`config.mk`:
```
export PLATFORM = sky130hd
export DESIGN_NAME = phase_sequencer
export DESIGN_NICKNAME = d
export VERILOG_FILES = /design/src/rtl/phase_pkg.sv /design/src/rtl/phase_skid_fifo.sv /design/src/rtl/phase_sequencer.sv
export SDC_FILE = /design/constraint.sdc
export NUM_CORES = 1
export LEC_CHECK = 0
export BUFFER_PORTS_ARGS = -buffer_cell sky130_fd_sc_hd__clkbuf_2
export CELL_PAD_IN_SITES_DETAIL_PLACEMENT = 1
export CELL_PAD_IN_SITES_GLOBAL_PLACEMENT = 2
export CORE_MARGIN = 2
export CORE_UTILIZATION = 45
export DETAILED_ROUTE_END_ITERATION = 12
export GPL_ROUTABILITY_DRIVEN = 0
export GPL_TIMING_DRIVEN = 0
export PLACE_DENSITY = 0.94
export SETUP_SLACK_MARGIN = 0.3
export SLEW_MARGIN = 10
export SYNTH_ARGS = -nofsm -noshare
export SYNTH_HDL_FRONTEND = slang
export SYNTH_SLANG_ARGS = --single-unit
```
`constraint.sdc`:
```
create_clock -name clk -period 23.8 [get_ports clk]
set_clock_uncertainty 0.2 [all_clocks]
set_input_delay 4.76 -clock clk [delete_from_list [all_inputs] [get_ports clk]]
set_output_delay 4.76 -clock clk [all_outputs]
set_load 0.02 [all_outputs]
```
`src/rtl/phase_pkg.sv`:
```
// phase_pkg: shared phase constants, FSM states and word layout for phase_sequencer.
package phase_pkg;
  localparam int DATA_W = 289;
  typedef logic [0:3] phase_t;
  localparam phase_t PKT_FIRST_WORD  = 4'd1;
  localparam phase_t PKT_SECOND_WORD = 4'd2;
  localparam phase_t PKT_INNER_WORD  = 4'd4;
  typedef enum logic [1:0] {IDLE, SECOND, INNER, DROP} seq_state_e;
  typedef struct packed {
    logic              sop;
    logic              eop;
    logic [DATA_W-1:0] data;
  } word_t;
endpackage

```
`src/rtl/phase_skid_fifo.sv`:
```
// phase_skid_fifo: 2-entry order-preserving FIFO with a registered ready (ready = count < 2).
module phase_skid_fifo #(
  parameter int W = 8
) (
  input  logic         clk,
  input  logic         rst_n,
  input  logic         i_valid,
  output logic         o_ready,
  input  logic [W-1:0] i_data,
  input  logic         i_pop,
  output logic         o_pop,
  output logic [W-1:0] o_data
);
  logic [W-1:0] r_mem [2];
  logic         r_rd;
  logic         r_wr;
  logic [1:0]   r_cnt;
  logic         r_ready;
  logic         w_push;
  logic [1:0]   w_cnt_nxt;

  assign w_push    = i_valid && r_ready;
  assign o_pop     = i_pop && (r_cnt != 2'd0);
  assign w_cnt_nxt = r_cnt + 2'(w_push) - 2'(o_pop);
  assign o_ready   = r_ready;
  assign o_data    = r_mem[r_rd];

  always_ff @(posedge clk or negedge rst_n) begin
    if (!rst_n) begin
      r_rd    <= 1'b0;
      r_wr    <= 1'b0;
      r_cnt   <= 2'd0;
      r_ready <= 1'b1;
    end else begin
      r_rd    <= r_rd ^ o_pop;
      r_wr    <= r_wr ^ w_push;
      r_cnt   <= w_cnt_nxt;
      r_ready <= w_cnt_nxt != 2'd2;
    end
  end

  always_ff @(posedge clk) begin
    if (w_push) r_mem[r_wr] <= i_data;
  end
endmodule

```
`src/rtl/phase_sequencer.sv`:
```
// phase_sequencer: buffers a framed word stream and tags each popped word with its packet phase.
// Optional PHASE_SEQ_STATS_EN adds packet/word/error statistics counters.
module phase_sequencer #(
  parameter int DATA_W    = phase_pkg::DATA_W,
  parameter int MAX_WORDS = 64,
  parameter int CNT_W     = $clog2(MAX_WORDS)
) (
  input  logic              clk,
  input  logic              rst_n,
  input  logic              s_valid,
  output logic              s_ready,
  input  logic              s_sop,
  input  logic              s_eop,
  input  logic [DATA_W-1:0] s_data,
  input  logic              i_stall,
  output logic              o_ready,
  output logic [0:3]        o_state,
  output logic [DATA_W-1:0] o_text,
  output logic              o_last,
  output logic              o_err_orphan,
  output logic              o_err_sop,
  output logic              o_err_len
`ifdef PHASE_SEQ_STATS_EN
  ,
  output logic [31:0]       o_pkt_cnt,
  output logic [31:0]       o_word_cnt,
  output logic [15:0]       o_err_cnt
`endif
);
  import phase_pkg::*;

  logic [DATA_W+1:0] w_word;
  logic              w_pop;
  logic              w_sop;
  logic              w_eop;
  logic [DATA_W-1:0] w_data;
  seq_state_e        r_st;
  seq_state_e        w_nxt;
  logic [CNT_W-1:0]  r_cnt;
  logic [CNT_W-1:0]  w_cnt_nxt;
  logic              w_emit;
  logic              w_at_max;
  logic              w_last;
  logic              w_e_orph;
  logic              w_e_sop;
  logic              w_e_len;
  logic              w_open;
  phase_t            w_ph;
  logic              r_ready;
  phase_t            r_state;
  logic [DATA_W-1:0] r_text;
  logic              r_last;
  logic              r_e_orph;
  logic              r_e_sop;
  logic              r_e_len;

  phase_skid_fifo #(.W(DATA_W + 2)) u_fifo (
    .clk     (clk),
    .rst_n   (rst_n),
    .i_valid (s_valid),
    .o_ready (s_ready),
    .i_data  ({s_sop, s_eop, s_data}),
    .i_pop   (!i_stall),
    .o_pop   (w_pop),
    .o_data  (w_word)
  );

  assign w_sop  = w_word[DATA_W+1];
  assign w_eop  = w_word[DATA_W];
  assign w_data = w_word[DATA_W-1:0];
  assign w_open = (r_st == SECOND) || (r_st == INNER);

  // A sop word always opens a fresh packet, whatever state it lands in.
  always_comb begin
    w_nxt     = r_st;
    w_cnt_nxt = r_cnt;
    w_emit    = 1'b0;
    w_ph      = '0;
    w_at_max  = 1'b0;
    w_e_orph  = 1'b0;
    w_e_sop   = 1'b0;
    if (w_pop) begin
      if (w_sop) begin
        w_emit    = 1'b1;
        w_ph      = PKT_FIRST_WORD;
        w_cnt_nxt = CNT_W'(1);
        w_at_max  = MAX_WORDS == 1;
        w_e_sop   = w_open;
      end else if (w_open) begin
        w_emit    = 1'b1;
        w_ph      = (r_st == SECOND) ? PKT_SECOND_WORD : PKT_INNER_WORD;
        w_cnt_nxt = r_cnt + CNT_W'(1);
        w_at_max  = r_cnt == CNT_W'(MAX_WORDS - 1);
      end else begin
        w_e_orph = r_st == IDLE;
        w_nxt    = w_eop ? IDLE : r_st;
      end
      if (w_emit) w_nxt = w_eop ? IDLE : w_at_max ? DROP : w_sop ? SECOND : INNER;
    end
  end

  assign w_last  = w_eop || w_at_max;
  assign w_e_len = w_emit && w_at_max && !w_eop;

  always_ff @(posedge clk or negedge rst_n) begin
    if (!rst_n) begin
      r_st     <= IDLE;
      r_cnt    <= '0;
      r_ready  <= 1'b0;
      r_state  <= '0;
      r_text   <= '0;
      r_last   <= 1'b0;
      r_e_orph <= 1'b0;
      r_e_sop  <= 1'b0;
      r_e_len  <= 1'b0;
    end else begin
      r_st     <= w_nxt;
      r_cnt    <= w_cnt_nxt;
      r_ready  <= w_emit;
      r_state  <= w_ph;
      r_last   <= w_emit && w_last;
      r_e_orph <= w_e_orph;
      r_e_sop  <= w_e_sop;
      r_e_len  <= w_e_len;
      if (w_emit) r_text <= w_data;
    end
  end

  assign o_ready      = r_ready;
  assign o_state      = r_state;
  assign o_text       = r_text;
  assign o_last       = r_last;
  assign o_err_orphan = r_e_orph;
  assign o_err_sop    = r_e_sop;
  assign o_err_len    = r_e_len;

`ifdef PHASE_SEQ_STATS_EN
  logic [31:0] r_pkt_cnt;
  logic [31:0] r_word_cnt;
  logic [15:0] r_err_cnt;

  always_ff @(posedge clk or negedge rst_n) begin
    if (!rst_n) begin
      r_pkt_cnt  <= '0;
      r_word_cnt <= '0;
      r_err_cnt  <= '0;
    end else begin
      r_pkt_cnt  <= r_pkt_cnt + 32'(w_emit && w_last);
      r_word_cnt <= r_word_cnt + 32'(w_emit);
      if ((w_e_orph || w_e_sop || w_e_len) && r_err_cnt != 16'hFFFF) r_err_cnt <= r_err_cnt + 16'd1;
    end
  end

  assign o_pkt_cnt  = r_pkt_cnt;
  assign o_word_cnt = r_word_cnt;
  assign o_err_cnt  = r_err_cnt;
`endif
endmodule

```
==> metrics.cfg <==
[status]
status=completed

[sta]
rsz0062_at_grt=false
setup_tns_ns=0
fmax_mhz=148
post-route-period-util=0.284
worst_pin_slew_ns=0.936
slew_violations=0
finalHoldViolCount=0
finalSetupViolations=0
fin_crit_ns=6.77
slew-limit-headroom=0.376

[cells_and_area]
syn_to_final_growth_pct=23.4
drive_gt1_frac=0.571
multi_input_area_sq_um=7350
seqCellArea_sq_um=25200
fin_area_sq_um=40700
fillerInstances=6579
nets=2607

[clock_tree]
cts_root_buffer=clkbuf_16
post-cts-setup-buffer-count=0
cts_tree=yes
path_clk_slew_ns=0.06
numClockSinks=892
cts_max_level=3
cts_buffer_depth=3
cts_made_buffers=91
clk_latency_ns=0.64
post_cts_resized=0
holdBufCountCts=0

[yosys]
synth_area_leaders=edfxtp_1, dfrtp_1, mux2_2
synth_nets=1906
ys_warn_count=0
synth-edff-count=582
synth_ff_type=edfxtp_1
synth_seq_area_share=0.765
syn-instance-count=1603
synthesis.area_sq_um=33000
synth_cell_type_count=38
yosysTopAreaCell=edfxtp_1
synth_seq_cells=892
yosysTopAreaCellShare=0.530
async_flop_share=0.348
synth.avg_cell_area_sq_um=20.6

[global_route]
grt_max_degree=84
grt_usage=0.223
grt_pass1_wl_um=125000
grt-ovfl-total=0
antenna_found_initial=21
grt_pass1_vias=19600

[setup_path]
critPathMaxFanout=10
critical_path_class=primary input to register
crit_arrival_ns=7.06
r2r-start=r_st[0]
cp-startpoint=i_stall
crit_path_end_kind=register
cp-start-kind=primary input
crit_required_ns=24.10

[placement]
port_buffers=592
dp_hpwl_um=58200
placed_cell_area_sq_um=37600

[route]
viasPerCell=5.12
wl_um=85700
drc=0
drt_iter0_drc=921
routedWlPerCell_um=25.5
dr.pass1.iters=4
ant_nets=0
num_vias=17200

[flow_run]
maxCapViolations=0

[floorplanning]
die_w_um=275
die_y_um=275
initial_utilization=0.453
core_sq_um=72700
io-pin-count=594
dieArea_sq_um=75400
num_rows=99

[power_and_ir_drop]
ir_worst_vdd_uv=86.9
powerDensity_nw_per_um2=145
leakage_uw=0.0162

[hold_path]
hold_path.class=register to register
min_from=o_text[178]

layer usage:
metal / GRT usage / up-vias / wire length [um]
met2: 0.401 / 539 / 45800
li1: - / 7520 / -
met5: 0 / - / 53
met3: 0.0556 / 174 / 5330
met4: 0.0973 / 8 / 3380
met1: 0.250 / 8930 / 31100
cells by family (layout without fill, tap and decap cells):
kind of cell | after synthesis | in the layout | synth area share
other cells | 1 | 17 | 0.000114
xor+xnor | 3 | 3 | 0.000797
simple gates | 21 | 21 | 0.00345
buf+inv | 77 | 855 | 0.0123
flops | 892 | 892 | 0.765
mux | 583 | 583 | 0.210
compound gates | 18 | 18 | 0.00440
fa+ha+maj | 8 | 8 | 0.00304
flip-flops by register name (all words and copies together) (netlist names), 2 cells and up:
name	flops
r_cnt	6
r_st	2
o_state	3
o_text	289
u_fifo.r_cnt	2
u_fifo.r_mem	582
critical path: stages:
cell and delay, ns:
clkbuf_2 0.09, o21bai_4 0.21, clkinv_1 0.23, o21ai_4 0.12, inv_2 0.10, clkbuf_1 0.70
buf_2 0.43, mux2_2 0.40
where the power goes:
group	total, uW	internal [uW]	leakage (uW)	switching, uW
registers	2400	2180	0.00907	224
clock network	1450	847	0.00148	606
logic	2060	901	0.00569	1150
metrics by stage:
step	setup slack (ns)	cells	util	total power (uW)	hold slack [ns]
final	17.04	3356	0.560	5910	0.305
after global routing	16.90	3355	0.560	6170	0.324
after CTS	16.97	3340	0.559	5980	0.309
after detailed placement	16.30	3170	0.517	4480	0.294
after global placement	6.74	3154	0.511	4440	0.291
after floorplan	11.30	1603	-	3770	0.287
final timing paths:
kind | depth (start not counted) | endpoint | slack (ns)
worst max-delay path | 8 | o_text[228] | 17.04
worst min-delay path | 1 | o_text[178] | 0.30
worst max register to register | 7 | o_text[228] | 20.83
worst min register to register | 1 | o_text[178] | 0.30
max in group asynchronous | 3 | o_text[141] | 18.51
min in group asynchronous | 1 | o_text[66] | 3.78
cell usage after synthesis (all sizes together), types with 2 or more instances:
cell type / n
ha: 8
mux2i: 4
inv: 9
dfrtp: 309
nor4: 2
or4: 2
buf: 41
xnor2: 3
nand2: 2
a21oi: 4
o31ai: 3
clkbuf: 26
edfxtp: 582
o21ai: 4
and3: 3
mux2: 579
a21o: 2
nor2: 6
placed cells by master, fill, tap and decap left out, types with 2 or more instances in the layout:
master | synthesis | routed
o31ai_1 | 3 | 3
xnor2_1 | 3 | 3
o21ai_0 | 3 | 3
dfrtp_1 | 309 | 309
mux2_2 | 478 | 478
nor2_1 | 6 | 6
ha_1 | 8 | 6
mux2i_1 | 4 | 4
ha_4 | 0 | 2
bufinv_16 | 0 | 8
clkinvlp_4 | 0 | 4
inv_1 | 8 | 8
clkbuf_2 | 0 | 591
a21oi_1 | 4 | 4
nor4_1 | 2 | 2
buf_16 | 0 | 14
buf_12 | 0 | 2
buf_1 | 9 | 9
clkbuf_8 | 0 | 12
or4_1 | 2 | 2
a21o_1 | 2 | 2
buf_6 | 12 | 12
edfxtp_1 | 582 | 582
clkinv_16 | 0 | 2
clkbuf_1 | 26 | 52
clkbuf_16 | 0 | 93
clkinv_1 | 1 | 11
diode_2 | 0 | 16
mux2_4 | 101 | 101
and3_1 | 3 | 3
clkinv_2 | 0 | 12
buf_2 | 19 | 19
inv_16 | 0 | 2
nand2_1 | 2 | 2
area by class of cell:
class                      count  area share
multi-input combinational    634       0.181
timing repair buffer         608      0.0835
buffer                        67     0.00907
sequential                   892       0.620
inverter                      10    0.000922
clock buffer                 130      0.0633
tap                          959      0.0295
clock inverter                40      0.0119
antenna                       16    0.000984
(Power assumes the default switching activity.)
